$ cat src/rtl/icache_controller_if.sv
// Fetch/cache-store/memory bundle between the fetch stage, the cache data
// store, the memory bus and the icache controller.

`ifndef ICACHE_IDX_BITS
`define ICACHE_IDX_BITS 7
`endif
`ifndef ICACHE_TAG_BITS
`define ICACHE_TAG_BITS (64 - `ICACHE_IDX_BITS - 3)
`endif
`ifndef BUS_NONE
`define BUS_NONE 2'h0
`endif
`ifndef BUS_LOAD
`define BUS_LOAD 2'h1
`endif

interface icache_controller_if;
    // Fetch side
    logic                        fetch_en;
    logic [63:0]                 proc2Icache_addr;
    logic [63:0]                 Icache_data_out;
    logic                        Icache_valid_out;
    // Cache data store read port
    logic [`ICACHE_IDX_BITS-1:0] rd1_idx;
    logic [`ICACHE_TAG_BITS-1:0] rd1_tag;
    logic [63:0]                 rd1_data;
    logic                        rd1_valid;
    // Cache data store write port
    logic                        wr1_en;
    logic [`ICACHE_IDX_BITS-1:0] wr1_idx;
    logic [`ICACHE_TAG_BITS-1:0] wr1_tag;
    logic [63:0]                 wr1_data;
    // Memory bus
    logic [1:0]                  proc2mem_command;
    logic [63:0]                 proc2mem_addr;
    logic [3:0]                  mem2proc_response;
    logic [63:0]                 mem2proc_data;
    logic [3:0]                  mem2proc_tag;
    // Status
    logic                        mshr_full;

    // Controller side
    modport slave (
        input  fetch_en, proc2Icache_addr, rd1_data, rd1_valid,
               mem2proc_response, mem2proc_data, mem2proc_tag,
        output Icache_data_out, Icache_valid_out, rd1_idx, rd1_tag,
               wr1_en, wr1_idx, wr1_tag, wr1_data,
               proc2mem_command, proc2mem_addr, mshr_full
    );

    // Environment side (fetch, store and memory)
    modport master (
        output fetch_en, proc2Icache_addr, rd1_data, rd1_valid,
               mem2proc_response, mem2proc_data, mem2proc_tag,
        input  Icache_data_out, Icache_valid_out, rd1_idx, rd1_tag,
               wr1_en, wr1_idx, wr1_tag, wr1_data,
               proc2mem_command, proc2mem_addr, mshr_full
    );
endinterface

$ cat src/rtl/icache_controller.sv
// Instruction-cache controller: combinational lookup into the cache data
// store, miss request generation, and a tag-matched miss table that turns
// returning memory data into fill writes.

`ifndef ICACHE_IDX_BITS
`define ICACHE_IDX_BITS 7
`endif
`ifndef ICACHE_TAG_BITS
`define ICACHE_TAG_BITS (64 - `ICACHE_IDX_BITS - 3)
`endif
`ifndef BUS_NONE
`define BUS_NONE 2'h0
`endif
`ifndef BUS_LOAD
`define BUS_LOAD 2'h1
`endif

module icache_controller #(
    parameter int unsigned NUM_MSHR = 4
) (
    input logic                 clock,
    input logic                 reset,
    icache_controller_if.slave  bus
);

    localparam int unsigned IdxW = `ICACHE_IDX_BITS;
    localparam int unsigned TagW = `ICACHE_TAG_BITS;

    // Miss table
    logic [NUM_MSHR-1:0]           valid_q, valid_d;
    logic [NUM_MSHR-1:0][3:0]      mem_tag_q, mem_tag_d;
    logic [NUM_MSHR-1:0][IdxW-1:0] idx_q, idx_d;
    logic [NUM_MSHR-1:0][TagW-1:0] tag_q, tag_d;

    logic [IdxW-1:0]     cur_idx;
    logic [TagW-1:0]     cur_tag;
    logic [NUM_MSHR-1:0] comp_oh;
    logic [NUM_MSHR-1:0] free_oh;
    logic                comp_hit;
    logic                pending;
    logic                full;
    logic                req;
    logic                alloc;
    logic                unused_addr;

    assign cur_idx     = bus.proc2Icache_addr[IdxW+2:3];
    assign cur_tag     = bus.proc2Icache_addr[63:IdxW+3];
    assign unused_addr = ^bus.proc2Icache_addr[2:0];

    // Table search: lowest completing entry, lowest free entry, duplicate check
    always_comb begin
        logic comp_found;
        logic free_found;
        comp_oh    = '0;
        free_oh    = '0;
        pending    = 1'b0;
        comp_found = 1'b0;
        free_found = 1'b0;
        for (int i = 0; i < int'(NUM_MSHR); i++) begin
            if (!comp_found && valid_q[i] && (bus.mem2proc_tag != 4'd0) &&
                (mem_tag_q[i] == bus.mem2proc_tag)) begin
                comp_oh[i] = 1'b1;
                comp_found = 1'b1;
            end
            // Free is judged on the registered state, so a slot completing now
            // is not reused until next cycle.
            if (!free_found && !valid_q[i]) begin
                free_oh[i] = 1'b1;
                free_found = 1'b1;
            end
            // Completing entries still count, which blocks a re-request in the
            // fill cycle (the store only updates at the end of it).
            if (valid_q[i] && (idx_q[i] == cur_idx) && (tag_q[i] == cur_tag)) begin
                pending = 1'b1;
            end
        end
        comp_hit = |comp_oh;
        full     = &valid_q;
        req      = bus.fetch_en && !bus.rd1_valid && !pending && !full && !reset;
        alloc    = req && (bus.mem2proc_response != 4'd0);
    end

    // Next table state: clear the completing entry, then fill the free slot
    always_comb begin
        valid_d   = valid_q;
        mem_tag_d = mem_tag_q;
        idx_d     = idx_q;
        tag_d     = tag_q;
        if (comp_hit) begin
            valid_d = valid_d & ~comp_oh;
        end
        if (alloc) begin
            for (int i = 0; i < int'(NUM_MSHR); i++) begin
                if (free_oh[i]) begin
                    valid_d[i]   = 1'b1;
                    mem_tag_d[i] = bus.mem2proc_response;
                    idx_d[i]     = cur_idx;
                    tag_d[i]     = cur_tag;
                end
            end
        end
    end

    // Table registers; reset drops every outstanding miss immediately
    always_ff @(posedge clock or posedge reset) begin
        if (reset) begin
            valid_q   <= '0;
            mem_tag_q <= '0;
            idx_q     <= '0;
            tag_q     <= '0;
        end else begin
            valid_q   <= valid_d;
            mem_tag_q <= mem_tag_d;
            idx_q     <= idx_d;
            tag_q     <= tag_d;
        end
    end

    // Outputs: lookup, memory request and fill write
    always_comb begin
        bus.rd1_idx          = cur_idx;
        bus.rd1_tag          = cur_tag;
        bus.Icache_data_out  = bus.rd1_data;
        bus.Icache_valid_out = bus.fetch_en && bus.rd1_valid && !reset;
        bus.proc2mem_command = req ? `BUS_LOAD : `BUS_NONE;
        bus.proc2mem_addr    = {bus.proc2Icache_addr[63:3], 3'b000};
        bus.mshr_full        = full;
        bus.wr1_en           = comp_hit && !reset;
        bus.wr1_data         = bus.mem2proc_data;
        bus.wr1_idx          = '0;
        bus.wr1_tag          = '0;
        for (int i = 0; i < int'(NUM_MSHR); i++) begin
            if (comp_oh[i]) begin
                bus.wr1_idx = idx_q[i];
                bus.wr1_tag = tag_q[i];
            end
        end
    end

endmodule
$ cat src/flat_wrapper.sv
// flat-port wrapper written by rule: the top's interface ports become plain ports
module icache_controller_flat 
#(
    parameter int unsigned NUM_MSHR = 4
)
  (clock, reset, bus_fetch_en, bus_proc2Icache_addr, bus_rd1_data, bus_rd1_valid, bus_mem2proc_response, bus_mem2proc_data, bus_mem2proc_tag, bus_Icache_data_out, bus_Icache_valid_out, bus_rd1_idx, bus_rd1_tag, bus_wr1_en, bus_wr1_idx, bus_wr1_tag, bus_wr1_data, bus_proc2mem_command, bus_proc2mem_addr, bus_mshr_full);
  icache_controller_if bus_i ();
  input logic clock;
  input logic reset;
  input wire logic [$bits(bus_i.fetch_en)-1:0] bus_fetch_en;
  input wire logic [$bits(bus_i.proc2Icache_addr)-1:0] bus_proc2Icache_addr;
  input wire logic [$bits(bus_i.rd1_data)-1:0] bus_rd1_data;
  input wire logic [$bits(bus_i.rd1_valid)-1:0] bus_rd1_valid;
  input wire logic [$bits(bus_i.mem2proc_response)-1:0] bus_mem2proc_response;
  input wire logic [$bits(bus_i.mem2proc_data)-1:0] bus_mem2proc_data;
  input wire logic [$bits(bus_i.mem2proc_tag)-1:0] bus_mem2proc_tag;
  output wire logic [$bits(bus_i.Icache_data_out)-1:0] bus_Icache_data_out;
  output wire logic [$bits(bus_i.Icache_valid_out)-1:0] bus_Icache_valid_out;
  output wire logic [$bits(bus_i.rd1_idx)-1:0] bus_rd1_idx;
  output wire logic [$bits(bus_i.rd1_tag)-1:0] bus_rd1_tag;
  output wire logic [$bits(bus_i.wr1_en)-1:0] bus_wr1_en;
  output wire logic [$bits(bus_i.wr1_idx)-1:0] bus_wr1_idx;
  output wire logic [$bits(bus_i.wr1_tag)-1:0] bus_wr1_tag;
  output wire logic [$bits(bus_i.wr1_data)-1:0] bus_wr1_data;
  output wire logic [$bits(bus_i.proc2mem_command)-1:0] bus_proc2mem_command;
  output wire logic [$bits(bus_i.proc2mem_addr)-1:0] bus_proc2mem_addr;
  output wire logic [$bits(bus_i.mshr_full)-1:0] bus_mshr_full;
  assign bus_i.fetch_en = bus_fetch_en;
  assign bus_i.proc2Icache_addr = bus_proc2Icache_addr;
  assign bus_i.rd1_data = bus_rd1_data;
  assign bus_i.rd1_valid = bus_rd1_valid;
  assign bus_i.mem2proc_response = bus_mem2proc_response;
  assign bus_i.mem2proc_data = bus_mem2proc_data;
  assign bus_i.mem2proc_tag = bus_mem2proc_tag;
  assign bus_Icache_data_out = bus_i.Icache_data_out;
  assign bus_Icache_valid_out = bus_i.Icache_valid_out;
  assign bus_rd1_idx = bus_i.rd1_idx;
  assign bus_rd1_tag = bus_i.rd1_tag;
  assign bus_wr1_en = bus_i.wr1_en;
  assign bus_wr1_idx = bus_i.wr1_idx;
  assign bus_wr1_tag = bus_i.wr1_tag;
  assign bus_wr1_data = bus_i.wr1_data;
  assign bus_proc2mem_command = bus_i.proc2mem_command;
  assign bus_proc2mem_addr = bus_i.proc2mem_addr;
  assign bus_mshr_full = bus_i.mshr_full;
  icache_controller #(.NUM_MSHR(NUM_MSHR)) u_core (.clock(clock), .reset(reset), .bus(bus_i));
endmodule
$ cat config.mk
export PLATFORM = sky130hd
export DESIGN_NAME = icache_controller_flat
export DESIGN_NICKNAME = d
export VERILOG_FILES = /design/src/rtl/icache_controller_if.sv /design/src/rtl/icache_controller.sv /design/src/flat_wrapper.sv
export SDC_FILE = /design/constraint.sdc
export NUM_CORES = 1
export LEC_CHECK = 0
export ABC_AREA = 1
export BUFFER_PORTS_ARGS = -buffer_cell sky130_fd_sc_hd__buf_2
export CORE_MARGIN = 10
export CORE_UTILIZATION = 25
export DETAILED_ROUTE_END_ITERATION = 8
export SYNTH_ARGS = -nofsm -noshare
export SYNTH_HDL_FRONTEND = slang
export SYNTH_SLANG_ARGS = --single-unit
$ cat constraint.sdc
create_clock -name clock -period 11 [get_ports clock]
set_input_delay 0.55 -clock clock [delete_from_list [all_inputs] [get_ports clock]]
set_output_delay 0.55 -clock clock [all_outputs]
set_load 0.05 [all_outputs]
==> tab_implementation.tex, run 1 <==
\begin{tabular}{lr}
\hline
Metric & Value \\
\hline
\multicolumn{2}{l}{\textbf{STA}} \\
\quad Hold WS & 0.206 ns \\
\quad Final setup violation count & 0 \\
\quad Tmin final & 4.91 ns \\
\quad Tcrit/Tclk final & 0.446 \\
\quad Slew Limit Headroom & 0.210 \\
\quad RSZ-0062 raised after global routing & false \\
\quad Total count of max-transition violations in the final report & 0 \\
\quad Maximum clock frequency & 204 MHz \\
\quad Setup tns final & 0 ns \\
\quad Tightest Pin Transition & 1.18 ns \\
\quad Final Hold Vio Count & 0 \\
\quad Clock skew & 0.0214 ns \\
\multicolumn{2}{l}{\textbf{Detailed routing}} \\
\quad DRC Markers & 0 \\
\quad Antenna-violating nets left & 0 \\
\quad WL/cell & 23.0 um \\
\quad Via Count & 20000 \\
\quad Post-detailed-routing wire length & 90.2 mm \\
\quad Via-per-instance ratio & 5.11 \\
\quad Starting DRC count in detailed routing & 2679 \\
\quad Initial DRT Pass Iterations & 6 \\
\multicolumn{2}{l}{\textbf{Yosys}} \\
\quad Count of unique library cells instantiated by Yosys & 35 \\
\quad Share of the synthesized area in the top cell type & 0.339 \\
\quad Number of enable flip-flop cells after synthesis & 0 \\
\quad Netlist area before placement & 19500 um2 \\
\quad Synth Area per Inst & 6.51 um2 \\
\quad Post-synthesis cell type with the largest combined area & sky130\_fd\_sc\_hd\_\_dfrtp\_1 \\
\quad Syn. warnings & 0 \\
\quad Cells after synthesis & 2994 \\
\quad Top\_reg\_cell synth & sky130\_fd\_sc\_hd\_\_dfrtp\_1 \\
\quad Sequential cell area fraction in the yosys report & 0.339 \\
\quad Share of synthesized registers carrying an async set or reset & 1.00 \\
\quad Flip-flop and latch count after synthesis & 264 \\
\quad Largest cells by area after synthesis & sky130\_fd\_sc\_hd\_\_dfrtp\_1 34\%, sky130\_fd\_sc\_hd\_\_nand2\_1 23\%, sky130\_fd\_sc\_hd\_\_nand4\_1 11\% \\
\multicolumn{2}{l}{\textbf{Setup path}} \\
\quad Worst path required time & 10.45 ns \\
\quad Largest stage delay, worst path & 0.95 ns \\
\quad Cell with the biggest individual delay on the critical path & sky130\_fd\_sc\_hd\_\_nor2\_4 \\
\quad Type of the worst setup path & in -> out \\
\quad Ordered list of cells on the worst path & buf\_2 -> inv\_1 -> nand4\_1 -> inv\_1 -> nor4\_1 -> nand2\_2 -> buf\_4 -> nand2\_1 -> nor2\_4 -> buf\_4 -> nand3\_1 -> nand4\_1 -> buf\_2 \\
\quad Kind of end point of the critical path & primary output \\
\quad Maximum fanout along the worst path & 35 \\
\quad Arrival time at the worst endpoint & 4.36 ns \\
\quad Category of the worst setup path launch point & input port \\
\quad R2R cell count & 13 \\
\multicolumn{2}{l}{\textbf{Floorplan}} \\
\quad Die Width & 299 um \\
\quad Site Rows & 102 \\
\quad Core Region & 77300 um2 \\
\quad Die H & 299 um \\
\quad Initial core utilization & 0.252 \\
\quad Floorplan die area & 89600 um2 \\
\quad Num ports & 523 \\
\multicolumn{2}{l}{\textbf{GRT}} \\
\quad First-pass GRT wire length & 130 mm \\
\quad GRT overflow & 0 \\
\quad GRT Util Overall & 0.192 \\
\quad Number of antenna violations at the first check in global routing & 4 \\
\quad Maximum number of pins on one net before global-route repair & 139 \\
\quad Vias in the first global route & 18500 \\
\multicolumn{2}{l}{\textbf{Cells and area}} \\
\quad Share of cells above drive strength 1 & 0.140 \\
\quad Number of nets in the layout & 3068 \\
\quad Area added between synthesis and finish & 5.76\% \\
\quad Top library cells by usage in the layout, fill and taps aside & 1216 x sky130\_fd\_sc\_hd\_\_nand2\_1, 328 x sky130\_fd\_sc\_hd\_\_nand4\_1, 264 x sky130\_fd\_sc\_hd\_\_dfrtp\_1 \\
\quad Count of filler cells inserted in the layout & 8706 \\
\quad Most common library cell in the layout ignoring fill and taps & sky130\_fd\_sc\_hd\_\_nand2\_1 \\
\quad Inserted Diodes & 0 \\
\multicolumn{2}{l}{\textbf{Clock network}} \\
\quad Post-cts sizing count & 0 \\
\quad Clock Tree Root & sky130\_fd\_sc\_hd\_\_clkbuf\_16 \\
\quad Clock net sink count & 264 \\
\quad Insertion delay to the later sink of the worst-skew pair & 0.56 ns \\
\quad TritonCTS buffer count & 36 \\
\quad Clock transition time at the flip-flop clock pins of the worst setup and hold paths & 0.05 ns \\
\quad Cts hold-fix bufs & 0 \\
\quad Clock tree buffer depth & 3 \\
\quad H-tree Lvls & 2 \\
\quad Post-CTS Setup Repair Bufs & 0 \\
\quad Clock tree from TritonCTS & yes \\
\multicolumn{2}{l}{\textbf{Pwr}} \\
\quad Total power per unit cell area & 274 nW/um2 \\
\quad Worst VDD drop & 158 uV \\
\quad Static leakage & 0.0108 uW \\
\multicolumn{2}{l}{\textbf{Hold path}} \\
\quad Path class of the lowest-slack min-delay path & in -> async \\
\multicolumn{2}{l}{\textbf{Placement}} \\
\quad Final weighted congestion in routability-driven placement & 1.01 \\
\quad Placed wire-length estimate after detailed placement & 61.2 mm \\
\quad Port Buffers & 259 \\
\multicolumn{2}{l}{\textbf{Job}} \\
\quad Max-cap check violation count & 0 \\
\multicolumn{2}{l}{\textbf{Outcome}} \\
\quad Outcome & finished clean \\
\hline
\end{tabular}
cells by family after synthesis:
group                  count (synthesis)  share of synthesized area
AND/OR/NAND/NOR                     1910                      0.425
other                                  1                   0.000192
XOR/XNOR                              13                    0.00584
buffers and inverters                705                      0.203
AO/OA/AOI/OAI                        101                     0.0278
flip-flops                           264                      0.339
per-stage QoR:
stage                      util  power [uW]  setup slack, ns  cell area, um2  instances
after floorplan               -        3490             3.18           19500       2997
after global placement    0.251        4290             6.14           19400       3866
after detailed placement  0.251        4320             6.13           19400       3866
after CTS                 0.267        5590             6.12           20600       3927
after global routing      0.267        5930             5.97           20600       3927
final                     0.267        5640             6.09           20600       3927
final timing paths:
| check | from | slack [ns] | endpoint |
|---|---|---|---|
| max reg2reg | u_core.tag_q[64] | 7.60 | u_core.tag_q[21] |
| min reg2reg | u_core.mem_tag_q[7] | 0.49 | u_core.mem_tag_q[7] |
| min | reset | 0.21 | u_core.mem_tag_q[3] |
| max | bus_mem2proc_tag[3] | 6.09 | bus_wr1_tag[23] |
| min in group clock | bus_mem2proc_response[2] | 0.32 | u_core.mem_tag_q[6] |
| max in group asynchronous | reset | 9.43 | u_core.tag_q[126] |
power by group:
part	switching, uW	internal (uW)	total (uW)
clock	466	797	1260
combinational	1770	583	2360
sequential	592	1430	2020
total	2830	2810	5640
layer usage:
metal | GRT usage | vias to the layer above | part of all wire
met5 | 0 | - | 0.00058
met4 | 0.101 | 8 | 0.060
met3 | 0.0427 | 271 | 0.11
met2 | 0.295 | 1214 | 0.44
met1 | 0.249 | 9485 | 0.39
li1 | - | 9070 | -
flip-flops by register name, indices dropped and copies added (netlist names):
register and cells:
u_core.valid_q 4, u_core.idx_q 28, u_core.mem_tag_q 16, u_core.tag_q 216
synthesized netlist by cell type (2+ instances only):
cell / number
sky130_fd_sc_hd__a211oi_2: 2
sky130_fd_sc_hd__a21oi_1: 2
sky130_fd_sc_hd__buf_1: 34
sky130_fd_sc_hd__buf_2: 68
sky130_fd_sc_hd__buf_4: 264
sky130_fd_sc_hd__buf_6: 31
sky130_fd_sc_hd__clkbuf_1: 59
sky130_fd_sc_hd__dfrtp_1: 264
sky130_fd_sc_hd__inv_1: 201
sky130_fd_sc_hd__inv_2: 47
sky130_fd_sc_hd__nand2_1: 1217
sky130_fd_sc_hd__nand3_1: 185
sky130_fd_sc_hd__nand4_1: 328
sky130_fd_sc_hd__nand4_2: 2
sky130_fd_sc_hd__nor2_1: 168
sky130_fd_sc_hd__nor2_4: 2
sky130_fd_sc_hd__nor3b_1: 2
sky130_fd_sc_hd__o211ai_1: 3
sky130_fd_sc_hd__o21ai_0: 31
sky130_fd_sc_hd__o21ai_1: 56
sky130_fd_sc_hd__o22ai_1: 3
sky130_fd_sc_hd__xnor2_1: 3
sky130_fd_sc_hd__xor2_1: 10
critical path: cells and delay by family:
family / cells / cell delay [ns]
AND/OR/NAND/NOR: 7 / 1.93
buffers and inverters: 6 / 1.81
layout make-up:
| type | instances | area (um2) | share of cell area |
|---|---|---|---|
| clock buffer | 54 | 1090 | 0.0528 |
| clock inverter | 7 | 160 | 0.00777 |
| inverter | 249 | 946 | 0.0459 |
| multi-input combinational | 2028 | 9020 | 0.437 |
| sequential | 264 | 6610 | 0.320 |
| tap | 1040 | 1300 | 0.0631 |
| timing repair buffer | 285 | 1500 | 0.0729 |
(Power assumes the default switching activity.)
==> inputs of run 2 (changes only) <==
==> constraint.sdc (replaced) <==
create_clock -name clock -period 5 [get_ports clock]
set_input_delay 0.25 -clock clock [delete_from_list [all_inputs] [get_ports clock]]
set_output_delay 0.25 -clock clock [all_outputs]
set_load 0.05 [all_outputs]
==> run 2 against run 1 <==
  * Sequential power is 120% higher
  * Critical path type is now reg -> out
  * Largest power group unchanged
  * Highest routed layer is now met4
  * Clock power is 100% higher
  * The run now ends with hold timing left
  * Cell count increased by 0.18%
  * Routed wire length is 0.17% higher
  * Sequential share of layout area is essentially flat
==> tab_implementation.tex, run 2 (synthesized netlist as in run 1, its figures left out) <==
\begin{tabular}{lr}
\hline
Metric & Value \\
\hline
\multicolumn{2}{l}{\textbf{Clock network}} \\
\quad Clock transition time at the flip-flop clock pins of the worst setup and hold paths & 0.06 ns \\
\quad Clock Tree Root & sky130\_fd\_sc\_hd\_\_clkbuf\_16 \\
\quad Clock net sink count & 264 \\
\quad Clock tree from TritonCTS & yes \\
\quad Post-cts sizing count & 0 \\
\quad Post-CTS Setup Repair Bufs & 0 \\
\quad Clock tree buffer depth & 3 \\
\quad H-tree Lvls & 2 \\
\quad Insertion delay to the later sink of the worst-skew pair & 0.56 ns \\
\quad TritonCTS buffer count & 36 \\
\multicolumn{2}{l}{\textbf{Setup path}} \\
\quad Worst r2r dst & u\_core.tag\_q[36] \\
\quad Ordered list of cells on the worst path & nand4\_1 -> a211oi\_4 -> buf\_4 -> nand3\_1 -> nand4\_1 -> buf\_2 \\
\quad Startpoint of the worst-slack reg-to-reg timing path & u\_core.tag\_q[159] \\
\quad Launch point of the critical path & u\_core.valid\_q[2] \\
\quad Cell with the biggest individual delay on the critical path & sky130\_fd\_sc\_hd\_\_buf\_4 \\
\quad Type of the worst setup path & reg -> out \\
\quad Critical Path Most Common Cell & sky130\_fd\_sc\_hd\_\_nand4\_1 \\
\quad Reg-to-reg setup timing slack & 1.72 ns \\
\quad Maximum fanout along the worst path & 62 \\
\quad Largest stage delay, worst path & 0.83 ns \\
\quad R2R cell count & 13 \\
\quad Levels on crit path & 6 \\
\quad Worst path required time & 4.75 ns \\
\quad Category of the worst setup path launch point & register \\
\quad Number of buffer and inverter instances along the worst setup path & 2 \\
\quad Arrival time at the worst endpoint & 3.39 ns \\
\quad Cell class contributing the biggest share of worst-path delay & buffers and inverters \\
\quad Termination of the worst setup path & bus\_wr1\_tag[13] \\
\quad Kind of end point of the critical path & primary output \\
\multicolumn{2}{l}{\textbf{Detailed routing}} \\
\quad Via-per-instance ratio & 5.11 \\
\quad DRC Markers & 0 \\
\quad Antenna-violating nets left & 0 \\
\quad Post-detailed-routing wire length & 90.4 mm \\
\quad WL/cell & 23.0 um \\
\quad Initial DRT Pass Iterations & 6 \\
\quad Via Count & 20100 \\
\quad Starting DRC count in detailed routing & 2616 \\
\multicolumn{2}{l}{\textbf{Placement}} \\
\quad Final weighted congestion in routability-driven placement & 1.00 \\
\quad Placed wire-length estimate after detailed placement & 62.6 mm \\
\quad Port Buffers & 259 \\
\multicolumn{2}{l}{\textbf{Pwr}} \\
\quad Total power per unit cell area & 593 nW/um2 \\
\quad Combinational power share & 0.426 \\
\quad Internal & 5960 uW \\
\quad Share of total power in sequential cells & 0.363 \\
\quad Worst VDD drop & 391 uV \\
\quad P\_sw & 6260 uW \\
\quad Design Power & 12200 uW \\
\quad Switching share of power & 0.512 \\
\quad Static leakage & 0.0108 uW \\
\quad Share of power burned in the clock network & 0.211 \\
\multicolumn{2}{l}{\textbf{Outcome}} \\
\quad Outcome & complete, but fails checks \\
\quad Failing checks & hold timing \\
\multicolumn{2}{l}{\textbf{GRT}} \\
\quad GR Layer Usage met3 & 0.0391 \\
\quad Number of antenna violations at the first check in global routing & 4 \\
\quad GRT overflow & 0 \\
\quad Global Route met2 Usage & 0.299 \\
\quad Vias in the first global route & 18500 \\
\quad Maximum number of pins on one net before global-route repair & 133 \\
\quad Busiest layer in global routing & met2 \\
\quad Met1 GRT Util & 0.248 \\
\quad GRT Util Overall & 0.192 \\
\quad First-pass GRT wire length & 130 mm \\
\multicolumn{2}{l}{\textbf{Cells and area}} \\
\quad Share of cells above drive strength 1 & 0.140 \\
\quad Area added between synthesis and finish & 5.71\% \\
\quad Largest register by flop count & u\_core.tag\_q \\
\quad Number of flip-flops under the largest register name & 216 \\
\quad Registers with the most flip-flops & u\_core.tag\_q: 216 flops, u\_core.idx\_q: 28 flops, u\_core.mem\_tag\_q: 16 flops \\
\quad Number of nets in the layout & 3072 \\
\quad Top library cells by usage in the layout, fill and taps aside & 1216 x sky130\_fd\_sc\_hd\_\_nand2\_1, 328 x sky130\_fd\_sc\_hd\_\_nand4\_1, 264 x sky130\_fd\_sc\_hd\_\_dfrtp\_1 \\
\quad Most common library cell in the layout ignoring fill and taps & sky130\_fd\_sc\_hd\_\_nand2\_1 \\
\multicolumn{2}{l}{\textbf{STA}} \\
\quad Total count of max-transition violations in the final report & 0 \\
\quad Tmin final & 3.64 ns \\
\quad Final setup violation count & 0 \\
\quad Slew Limit Headroom & 0.266 \\
\quad Setup tns final & 0 ns \\
\quad Final Hold Vio Count & 32 \\
\quad Maximum clock frequency & 275 MHz \\
\quad Tcrit/Tclk final & 0.728 \\
\quad RSZ-0062 raised after global routing & false \\
\quad Hold WS & -0.0516 ns \\
\quad Tightest Pin Transition & 1.10 ns \\
\quad Clock skew & 0.0227 ns \\
\multicolumn{2}{l}{\textbf{Floorplan}} \\
\quad Floorplan die area & 89600 um2 \\
\quad Core Region & 77300 um2 \\
\quad Initial core utilization & 0.252 \\
\quad Die H & 299 um \\
\quad Num ports & 523 \\
\quad Die Width & 299 um \\
\quad Site Rows & 102 \\
\multicolumn{2}{l}{\textbf{Job}} \\
\quad Max-cap check violation count & 0 \\
\multicolumn{2}{l}{\textbf{Hold path}} \\
\quad Path class of the lowest-slack min-delay path & in -> async \\
\hline
\end{tabular}
## run 2: timing repair
item,in CTS,in global routing
hold buffers,2,0
endpoints found under the hold margin,3,0
setup endpoints to repair,0,0
## run 2: cell type report
cell class | instances | area, um2
antenna | 1 | 2.50
fill | 8749 | 56700
multi-input combinational | 2028 | 9020
sequential | 264 | 6610
inverter | 249 | 940
clock buffer | 51 | 1020
tap | 1040 | 1300
timing repair buffer | 289 | 1610
clock inverter | 12 | 115
## run 2: power groups by stage
stage,Clock (uW),Combinational (uW),Sequential [uW]
finish,2570,5210,4440
global route,2670,5660,4550
CTS,2590,5140,4380
detailed placement,0,5130,4390
global placement,0,5060,4380
floorplan,0,3750,3930
## run 2: worst min-delay path by stage
stage                                   startpoint                   end  slack, ns  cells past startpoint
final                                        reset     u_core.valid_q[2]      -0.05                      3
after global routing      bus_mem2proc_response[2]  u_core.mem_tag_q[14]       0.03                      3
after floorplan           bus_mem2proc_response[3]  u_core.mem_tag_q[11]       0.40                      2
after CTS                 bus_mem2proc_response[2]  u_core.mem_tag_q[14]      0.001                      3
after global placement        u_core.mem_tag_q[15]  u_core.mem_tag_q[15]       0.47                      2
after detailed placement       u_core.mem_tag_q[2]   u_core.mem_tag_q[2]       0.48                      2
## run 2: worst reg2reg max path, stage by stage, from the launching register on
cell                      delay (ns)
sky130_fd_sc_hd__dfrtp_1        0.40
sky130_fd_sc_hd__inv_1          0.13
sky130_fd_sc_hd__nand2_1        0.10
sky130_fd_sc_hd__o21ai_0        0.16
sky130_fd_sc_hd__nor2_1         0.13
sky130_fd_sc_hd__nand2_1        0.10
sky130_fd_sc_hd__nor2_1         0.05
sky130_fd_sc_hd__nand2_1        0.09
sky130_fd_sc_hd__nor2_1         0.11
sky130_fd_sc_hd__a21oi_2        0.36
sky130_fd_sc_hd__nand4_1        0.77
sky130_fd_sc_hd__buf_12         0.49
sky130_fd_sc_hd__nand2_1        0.23
sky130_fd_sc_hd__nand2_1        0.06
## run 2: per-stage QoR
| stage | hold slack, ns | instances | util | instance area, um2 | worst slack, ns |
|---|---|---|---|---|---|
| 3_5_place_dp | 0.482 | 3868 | 0.252 | 19500 | 1.76 |
| 2_1_floorplan | 0.399 | 2997 | - | 19500 | 1.27 |
| 6_report | -0.0516 | 3934 | 0.267 | 20600 | 1.36 |
| 3_3_place_gp | 0.475 | 3868 | 0.252 | 19500 | 1.80 |
| 4_1_cts | 0.00133 | 3933 | 0.267 | 20600 | 1.44 |
| 5_1_grt | 0.0275 | 3933 | 0.267 | 20600 | 1.28 |
## run 2: layer usage
| metal | routed length, um | part of all wire |
|---|---|---|
| met5 | 0 | 0 |
| met4 | 5030 | 0.056 |
| met3 | 9090 | 0.10 |
| met2 | 40500 | 0.45 |
| met1 | 35700 | 0.40 |
